<file path="src/rtl/nes_joypad_mux.sv">
// nes_joypad_mux: per-port onboard/external controller front-end for the NES core.
// Optional feature: define JOYPAD_TURBO_EN to build the shared turbo counter and A/B gating.
module nes_joypad_mux #(
    parameter int NUM_PADS      = 2,
    parameter int DEBOUNCE_BITS = 16,
    parameter int TURBO_BITS    = 19
) (
    input  logic                  clock,
    input  logic                  reset_n,
    input  logic [8*NUM_PADS-1:0] btn_raw,
    input  logic [NUM_PADS-1:0]   ext_sel,
    input  logic [2*NUM_PADS-1:0] turbo_sel,
    input  logic                  joy_strobe,
    input  logic [NUM_PADS-1:0]   joy_clock,
    input  logic [NUM_PADS-1:0]   joy_data_ext,
    output logic [NUM_PADS-1:0]   joy_data,
    output logic                  ext_strobe,
    output logic [NUM_PADS-1:0]   ext_clock
);
    localparam int NBTN = 8 * NUM_PADS;

    logic [NBTN-1:0]          btn_s1_q, btn_s2_q;
    logic [NUM_PADS-1:0]      ext_s1_q, ext_s2_q;
    logic [DEBOUNCE_BITS-1:0] dbc_q [NBTN];
    logic [DEBOUNCE_BITS-1:0] dbc_d [NBTN];
    logic [NBTN-1:0]          stable_q, stable_d;
    logic [NBTN-1:0]          eff_btn;
    logic [NUM_PADS-1:0]      last_clk_q;
    logic [7:0]               shreg_q [NUM_PADS];
    logic [7:0]               shreg_d [NUM_PADS];
    logic [NUM_PADS-1:0]      joy_data_q, joy_data_d;

    assign ext_strobe = joy_strobe;
    assign ext_clock  = joy_clock;
    assign joy_data   = joy_data_q;

    // A button only commits after staying different from stable for a full counter span.
    always_comb begin
        stable_d = stable_q;
        for (int b = 0; b < NBTN; b++) begin
            dbc_d[b] = '0;
            if (btn_s2_q[b] != stable_q[b]) begin
                if (&dbc_q[b]) begin
                    stable_d[b] = btn_s2_q[b];
                end else begin
                    dbc_d[b] = dbc_q[b] + 1'b1;
                end
            end
        end
    end

`ifdef JOYPAD_TURBO_EN
    logic [TURBO_BITS-1:0] turbo_q, turbo_d;
    logic                  phase;

    assign turbo_d = turbo_q + 1'b1;
    assign phase   = turbo_q[TURBO_BITS-1];

    always_ff @(posedge clock) begin
        if (!reset_n) begin
            turbo_q <= '0;
        end else begin
            turbo_q <= turbo_d;
        end
    end

    always_comb begin
        eff_btn = stable_q;
        for (int p = 0; p < NUM_PADS; p++) begin
            eff_btn[8*p]   = stable_q[8*p]   & (turbo_sel[2*p]   ? phase : 1'b1);
            eff_btn[8*p+1] = stable_q[8*p+1] & (turbo_sel[2*p+1] ? phase : 1'b1);
        end
    end
`else
    logic unused_turbo_sel;

    assign unused_turbo_sel = ^turbo_sel;
    assign eff_btn          = stable_q;
`endif

    // Strobe load takes priority over a falling read clock; ones shift in behind the data.
    always_comb begin
        joy_data_d = '0;
        for (int p = 0; p < NUM_PADS; p++) begin
            shreg_d[p] = shreg_q[p];
            if (joy_strobe) begin
                shreg_d[p] = eff_btn[8*p +: 8];
            end else if (last_clk_q[p] && !joy_clock[p]) begin
                shreg_d[p] = {1'b1, shreg_q[p][7:1]};
            end
            joy_data_d[p] = ext_sel[p] ? ~ext_s2_q[p] : shreg_d[p][0];
        end
    end

    always_ff @(posedge clock) begin
        if (!reset_n) begin
            btn_s1_q   <= '0;
            btn_s2_q   <= '0;
            ext_s1_q   <= '0;
            ext_s2_q   <= '0;
            stable_q   <= '0;
            last_clk_q <= '0;
            joy_data_q <= '0;
            for (int b = 0; b < NBTN; b++) begin
                dbc_q[b] <= '0;
            end
            for (int p = 0; p < NUM_PADS; p++) begin
                shreg_q[p] <= '0;
            end
        end else begin
            btn_s1_q   <= btn_raw;
            btn_s2_q   <= btn_s1_q;
            ext_s1_q   <= joy_data_ext;
            ext_s2_q   <= ext_s1_q;
            stable_q   <= stable_d;
            last_clk_q <= joy_clock;
            joy_data_q <= joy_data_d;
            for (int b = 0; b < NBTN; b++) begin
                dbc_q[b] <= dbc_d[b];
            end
            for (int p = 0; p < NUM_PADS; p++) begin
                shreg_q[p] <= shreg_d[p];
            end
        end
    end

endmodule
</file>
<file path="config.mk">
export PLATFORM = sky130hd
export DESIGN_NAME = nes_joypad_mux
export DESIGN_NICKNAME = d
export VERILOG_FILES = /design/src/rtl/nes_joypad_mux.sv
export SDC_FILE = /design/constraint.sdc
export NUM_CORES = 1
export LEC_CHECK = 0
export BUFFER_PORTS_ARGS = -buffer_cell sky130_fd_sc_hd__buf_2
export CORE_ASPECT_RATIO = 1.5
export CORE_MARGIN = 4
export CORE_UTILIZATION = 60
export DETAILED_ROUTE_END_ITERATION = 16
export PLACE_DENSITY = 0.77
export SLEW_MARGIN = 20
export SYNTH_ARGS = -nofsm -noshare
export SYNTH_HDL_FRONTEND = slang
export SYNTH_SLANG_ARGS = --single-unit
</file>
<file path="constraint.sdc">
create_clock -name clock -period 3.5 [get_ports clock]
set_input_delay 0.7 -clock clock [delete_from_list [all_inputs] [get_ports clock]]
set_output_delay 0.7 -clock clock [all_outputs]
set_load 0.005 [all_outputs]
</file>
==> impl_metrics.toml, run 1 <==
[floorplanning]
fp.coreArea_um2 = 22380
initial_core_util_pct = 61.20
chipWidth_um = 131.4
io_pins = 34
core.rowCount = 67
die_y_um = 193.1
dieArea_um2 = 25360

[final_layout]
layout.nets = 1590
stdcell_area_um2 = 15040
antenna-diode-count = 0
fillers = 1773
drive_gt1_share_pct = 7.398
syn_to_final_growth_pct = 9.783

[detailed_routing]
drc = 0
dr.max_layer_used = "met4"
wl_met3_um = 627
wire_per_inst_um = 12.91
first_pass_iters = 5
wl_um = 23800
viasPerCell = 5.486
drt_iter0_markers = 332
wl_met2_um = 12460
vias = 10120
ant_nets = 0
routedLengthMet1_um = 10120

[pwr]
p_int_mw = 5.838
seqPwrFrac_pct = 51.6
p_sw_share_pct = 20.17
p_total_mw = 7.313
total_leakage_power_nw = 4.951
ir_drop_uv = 417.0
power_switching_mw = 1.475
clkPwrFrac_pct = 46.8
p_per_area_nw_per_um2 = 486.3
combPwrFrac_pct = 1.5

[hold_path]
hp-class = "in -> reg"
min_path_cells = 2

[synth]
syn_avg_cell_area_um2 = 8.959
seq_area_frac_synth_pct = 47.94
syn_nets = 1574
synth_top_area_share_pct = 47.94
synth-edff-count = 0
async_flop_share_pct = 0
yosysWarningCount = 0
synth_cell_type_count = 52
synth_area_leaders = "dfxtp_1 48%, xnor2_1 7.9%, nor2_1 7.7%, xor2_1 5.9%, nand3_1 3.3%"
yosysTopAreaCell = "dfxtp_1"
yosysMostFrequentCell = "dfxtp_1"
netlist_instances = 1529
ys_seq_elements = 328
synth_ff_type = "dfxtp_1"
synth_commonest_cells = "328 x dfxtp_1, 280 x nor2_1, 124 x xnor2_1"
netlist_area_um2 = 13700

[clocking]
cts_sinks = 328
cts_buffers = 31
cts_resized = 0
cts_root_buf = "clkbuf_16"
cts_tree = "done"
htree_levels = 1
clk_latency_ns = 0.54
cts_buffer_depth = 3
ctsHoldBuffers = 0
clkTransAtPathRegs_ns = 0.07
post-cts-setup-buffer-count = 0

[critical_path]
cp.arrival_ns = 2.67
crit_fanout = 13
crit_type = "reg -> reg"
endpoint_kind = "flop"
rr_worst_depth = 5
cp-start-kind = "flop"
crit_required_ns = 3.90

[timing]
rsz0062_at_grt = "no"
period_share_pct = 64.98
fmax_mhz = 439.7
drv_slew = 0
fin_setup_tns_ns = 0
tightest_slew_ns = 0.9131
finalSetupViolCount = 0
finalHoldViolations = 0
period_needed_ns = 2.274
maxSlewHeadroom_pct = 39.00
fin_worst_skew_ns = 0.006131

[global_routing]
overflow = 0
grt_max_degree = 72
grt_antenna_before_repair = 0
grt_pass1_vias = 9770
grt_usage_pct = 18.63
grt_pass1_wl_um = 41850

[placed_design]
dp_hpwl_um = 16360
io_buffers = 29
dpl-instance-area_um2 = 13980
gp_congestion = 0.8072

[flow_run]
cap_violations = 0

[status]
status = "completed"
[metal layers]
| layer | up-vias | track usage, % |
|---|---|---|
| met1 | 4704 | 20.91 |
| li1 | 5235 | - |
| met3 | 52 | 2.207 |
| met2 | 125 | 36.44 |
| met5 | - | 0 |
| met4 | 0 | 6.508 |
[placed cells by master, fill, tap and decap left out, drive strengths merged, types with 31 or more instances in the layout]
| master | n |
|---|---|
| dfxtp | 328 |
| nor2 | 280 |
| xnor2 | 124 |
| nand2 | 98 |
| xor2 | 93 |
| nand3 | 93 |
| nand4 | 75 |
| nor3 | 53 |
| and2 | 50 |
| inv | 47 |
| nor4 | 43 |
| clkbuf | 43 |
| buf | 31 |
[worst max-delay path, cell delays in order, from the launching register on]
cell	delay, ns
dfxtp_1	0.37
ha_1	0.23
nand4_1	0.24
or3_1	0.43
o21bai_1	0.74
nor2_1	0.12
[layout make-up]
| class | count | area (µm²) | share of cell area (%) |
|---|---|---|---|
| Inverter | 47 | 176.4 | 1.173 |
| Clock inverter | 13 | 186.4 | 1.240 |
| Sequential cell | 328 | 6566 | 43.66 |
| Tap cell | 276 | 345.3 | 2.296 |
| Multi-Input combinational cell | 1106 | 6730 | 44.75 |
| Timing Repair Buffer | 31 | 162.7 | 1.082 |
| Clock buffer | 43 | 870.8 | 5.791 |
[state kept, by name, summed over array words and instances (netlist names)]
signal,cells
ext_s1_q,2
dbc_q,256
joy_data,2
ext_s2_q,2
last_clk_q,2
eff_btn,16
shreg_q,16
btn_s2_q,16
btn_s1_q,16
[metrics by stage]
stage / hold WS, ns / utilization, % / std cells / worst slack (ns)
after floorplan: 0.4119 / - / 1529 / 1.618
after global placement: 0.4148 / 62.46 / 1788 / 1.036
final: 0.3602 / 67.19 / 1844 / 1.226
after global routing: 0.3483 / 67.19 / 1844 / 0.9787
after detailed placement: 0.4169 / 62.46 / 1788 / 1.011
after CTS: 0.3347 / 67.19 / 1844 / 1.221
[kinds of logic after synthesis]
| logic type | after synthesis | synth area share (%) |
|---|---|---|
| buffers and inverters | 95 | 2.932 |
| AOI/OAI and AO/OA | 80 | 3.946 |
| muxes | 35 | 2.667 |
| adders and majority gates | 16 | 1.461 |
| DFF | 328 | 47.94 |
| xor gates and xnor gates | 217 | 13.87 |
| and+or+nand+nor | 758 | 27.18 |
[final timing paths]
path                  endpoint          from  slack [ns]
hold reg to reg   btn_s2_q[14]  btn_s1_q[14]        0.43
hold / removal    btn_s1_q[10]   btn_raw[10]        0.36
setup / recovery  dbc_q[0][21]  dbc_q[0][16]        1.23
setup reg to reg  dbc_q[0][21]  dbc_q[0][16]        1.23
[power groups by stage]
stage | registers [mW] | clock network, mW | logic (mW)
detailed placement | 3.86 | 0 | 0.113
global route | 3.78 | 3.65 | 0.127
global placement | 3.86 | 0 | 0.112
CTS | 3.78 | 3.51 | 0.114
floorplan | 3.86 | 0 | 0.0831
finish | 3.78 | 3.43 | 0.111
Note: power is estimated with default switching activity, not from simulation.
==> inputs of run 2 (changes only) <==
- clock period: 3.5 -> 2.32 ns (I/O delays scaled with it)
==> run 2 against run 1 <==
  * Flip-flop and latch count unchanged
  * Sequential share of layout area down 0.54 points
  * Core utilization up 0.84 points
  * Via count up 0.80%
  * Fmax up 16%
  * Critical path type unchanged
==> impl_metrics.toml, run 2 (same netlist as run 1, synthesis figures left out) <==
[final_layout]
largest_register_ffs = 256
drive_gt1_share_pct = 8.470
fillers = 1771
layout.nets = 1604
syn_to_final_growth_pct = 11.15
multi_input_area_um2 = 6730
stdcell_count = 1858
mostFrequentLayoutCells = "328 x dfxtp_1, 280 x nor2_1, 124 x xnor2_1, 98 x nand2_1, 93 x xor2_1"
final_common_cell = "dfxtp_1"
regArea_um2 = 6566
regMostFlops = "dbc_q"
antenna-diode-count = 0
stdcell_area_um2 = 15230

[global_routing]
grt_max_degree = 48
grt_antenna_before_repair = 0
grt_pass1_vias = 9959
grt_usage_pct = 18.84
overflow = 0
grt_pass1_wl_um = 42190

[critical_path]
cp_slowest_cell = "or4_4"
crit_fanout = 16
r2r_setup_slack_ns = 0.36
cp.arrival_ns = 2.37
r2r-start = "dbc_q[1][32]"
rr_worst_depth = 5
path_cells = "ha_1 -> nand2_1 -> or4_4 -> o211ai_4 -> nor2_1"
timing.rr.end = "dbc_q[1][44]"
crit_required_ns = 2.73
cp-start-kind = "flop"
crit_type = "reg -> reg"
endpoint_kind = "flop"
max_stage_delay_ns = 0.54

[clocking]
clkTransAtPathRegs_ns = 0.07
htree_levels = 1
cts_tree = "done"
clk_latency_ns = 0.55
cts_resized = 0
ctsHoldBuffers = 0
cts_buffer_depth = 3
post-cts-setup-buffer-count = 0
cts_root_buf = "clkbuf_16"
cts_buffers = 30
cts_sinks = 328

[hold_path]
worstHoldEndpoint = "btn_s1_q[11]"
hp-class = "in -> reg"
min_path_cells = 2
hold_path_startpoint = "btn_raw[11]"

[placed_design]
dp_hpwl_um = 16360
dpl-instance-area_um2 = 14090
dp.cells = 1803
io_buffers = 29
gp_congestion = 0.7887

[pwr]
total_leakage_power_nw = 5.068
seqPwrFrac_pct = 50.1
clkPwrFrac_pct = 48.3
p_per_area_nw_per_um2 = 746.6
ir_drop_uv = 660.8
power_switching_mw = 2.210
p_int_mw = 9.157
p_total_mw = 11.37
combPwrFrac_pct = 1.6
p_sw_share_pct = 19.44

[timing]
tightest_slew_ns = 0.6151
fmax_mhz = 510.0
drv_slew = 0
period_share_pct = 84.51
finalSetupViolCount = 0
fin_setup_tns_ns = 0
finalHoldViolations = 0
maxSlewHeadroom_pct = 58.62
holdWs_ns = 0.1153
period_needed_ns = 1.961
rsz0062_at_grt = "no"
fin_worst_skew_ns = 0.01577

[detailed_routing]
wl_met2_um = 12800
dr.max_layer_used = "met4"
routedLengthMet1_um = 9960
ant_nets = 0
viasPerCell = 5.488
wire_per_inst_um = 12.86
wl_met3_um = 636
wl_um = 23890
vias = 10200
first_pass_iters = 5
drt_iter0_markers = 348
drc = 0

[flow_run]
cap_violations = 0

[floorplanning]
core.rowCount = 67
fp.coreArea_um2 = 22380
dieArea_um2 = 25360
die_y_um = 193.1
chipWidth_um = 131.4
initial_core_util_pct = 61.20
io_pins = 34

[status]
status = "completed"
==> run 2: changes by cell type in the layout (fill, tap and decap cells not counted) <==
cell and delta:
clkbuf_1 -4, clkinvlp_4 -2, inv_6 -1, clkbuf_8 +1, clkinv_2 +2, bufinv_16 +3
buf_4 +15
==> run 2: power groups by stage <==
stage | logic, mW | registers, mW | clock network, mW
after floorplan | 0.125 | 5.82 | 0
after global routing | 0.208 | 5.70 | 5.83
after detailed placement | 0.186 | 5.82 | 0
after CTS | 0.187 | 5.69 | 5.61
final | 0.182 | 5.69 | 5.49
after global placement | 0.183 | 5.82 | 0
==> run 2: final cells by class <==
type,count,area share [%]
repair buffers,46,1.808
inverters,47,1.159
multi-input cells,1106,44.20
clock buffers,40,5.711
well taps,276,2.268
flip-flops and latches,328,43.13
clock inverters,15,1.726
==> run 2: worst max-delay path by stage <==
| stage | cells past startpoint | from | to |
|---|---|---|---|
| 2_1_floorplan | 6 | dbc_q[1][80] | dbc_q[1][90] |
| 3_3_place_gp | 5 | dbc_q[1][32] | dbc_q[1][39] |
| 3_5_place_dp | 5 | dbc_q[1][32] | dbc_q[1][44] |
| 4_1_cts | 5 | dbc_q[1][32] | dbc_q[1][44] |
| 5_1_grt | 5 | dbc_q[1][32] | dbc_q[1][44] |
| 6_report | 5 | dbc_q[1][32] | dbc_q[1][44] |
==> run 2: worst max-delay path, delay by kind of cell, from the launching register on <==
family / cells / cell delay, ns
AOI/OAI and AO/OA: 1 / 0.43
DFF: 1 / 0.39
and+or+nand+nor: 3 / 0.76
adders and majority gates: 1 / 0.25
==> run 2: per-layer routing <==
| metal | up-vias | global-route usage, % |
|---|---|---|
| li1 | 5271 | - |
| met1 | 4782 | 20.40 |
| met2 | 113 | 38.00 |
| met3 | 31 | 2.129 |
| met4 | 0 | 6.225 |
| met5 | - | 0 |
==> run 2: stage by stage <==
| step | setup slack, ns | utilization, % |
|---|---|---|
| after CTS | 0.3282 | 68.03 |
| final | 0.3593 | 68.03 |
| after global routing | 0.2025 | 68.03 |
| after floorplan | 0.5001 | - |
| after detailed placement | 0.3488 | 62.97 |
| after global placement | 0.3933 | 62.97 |
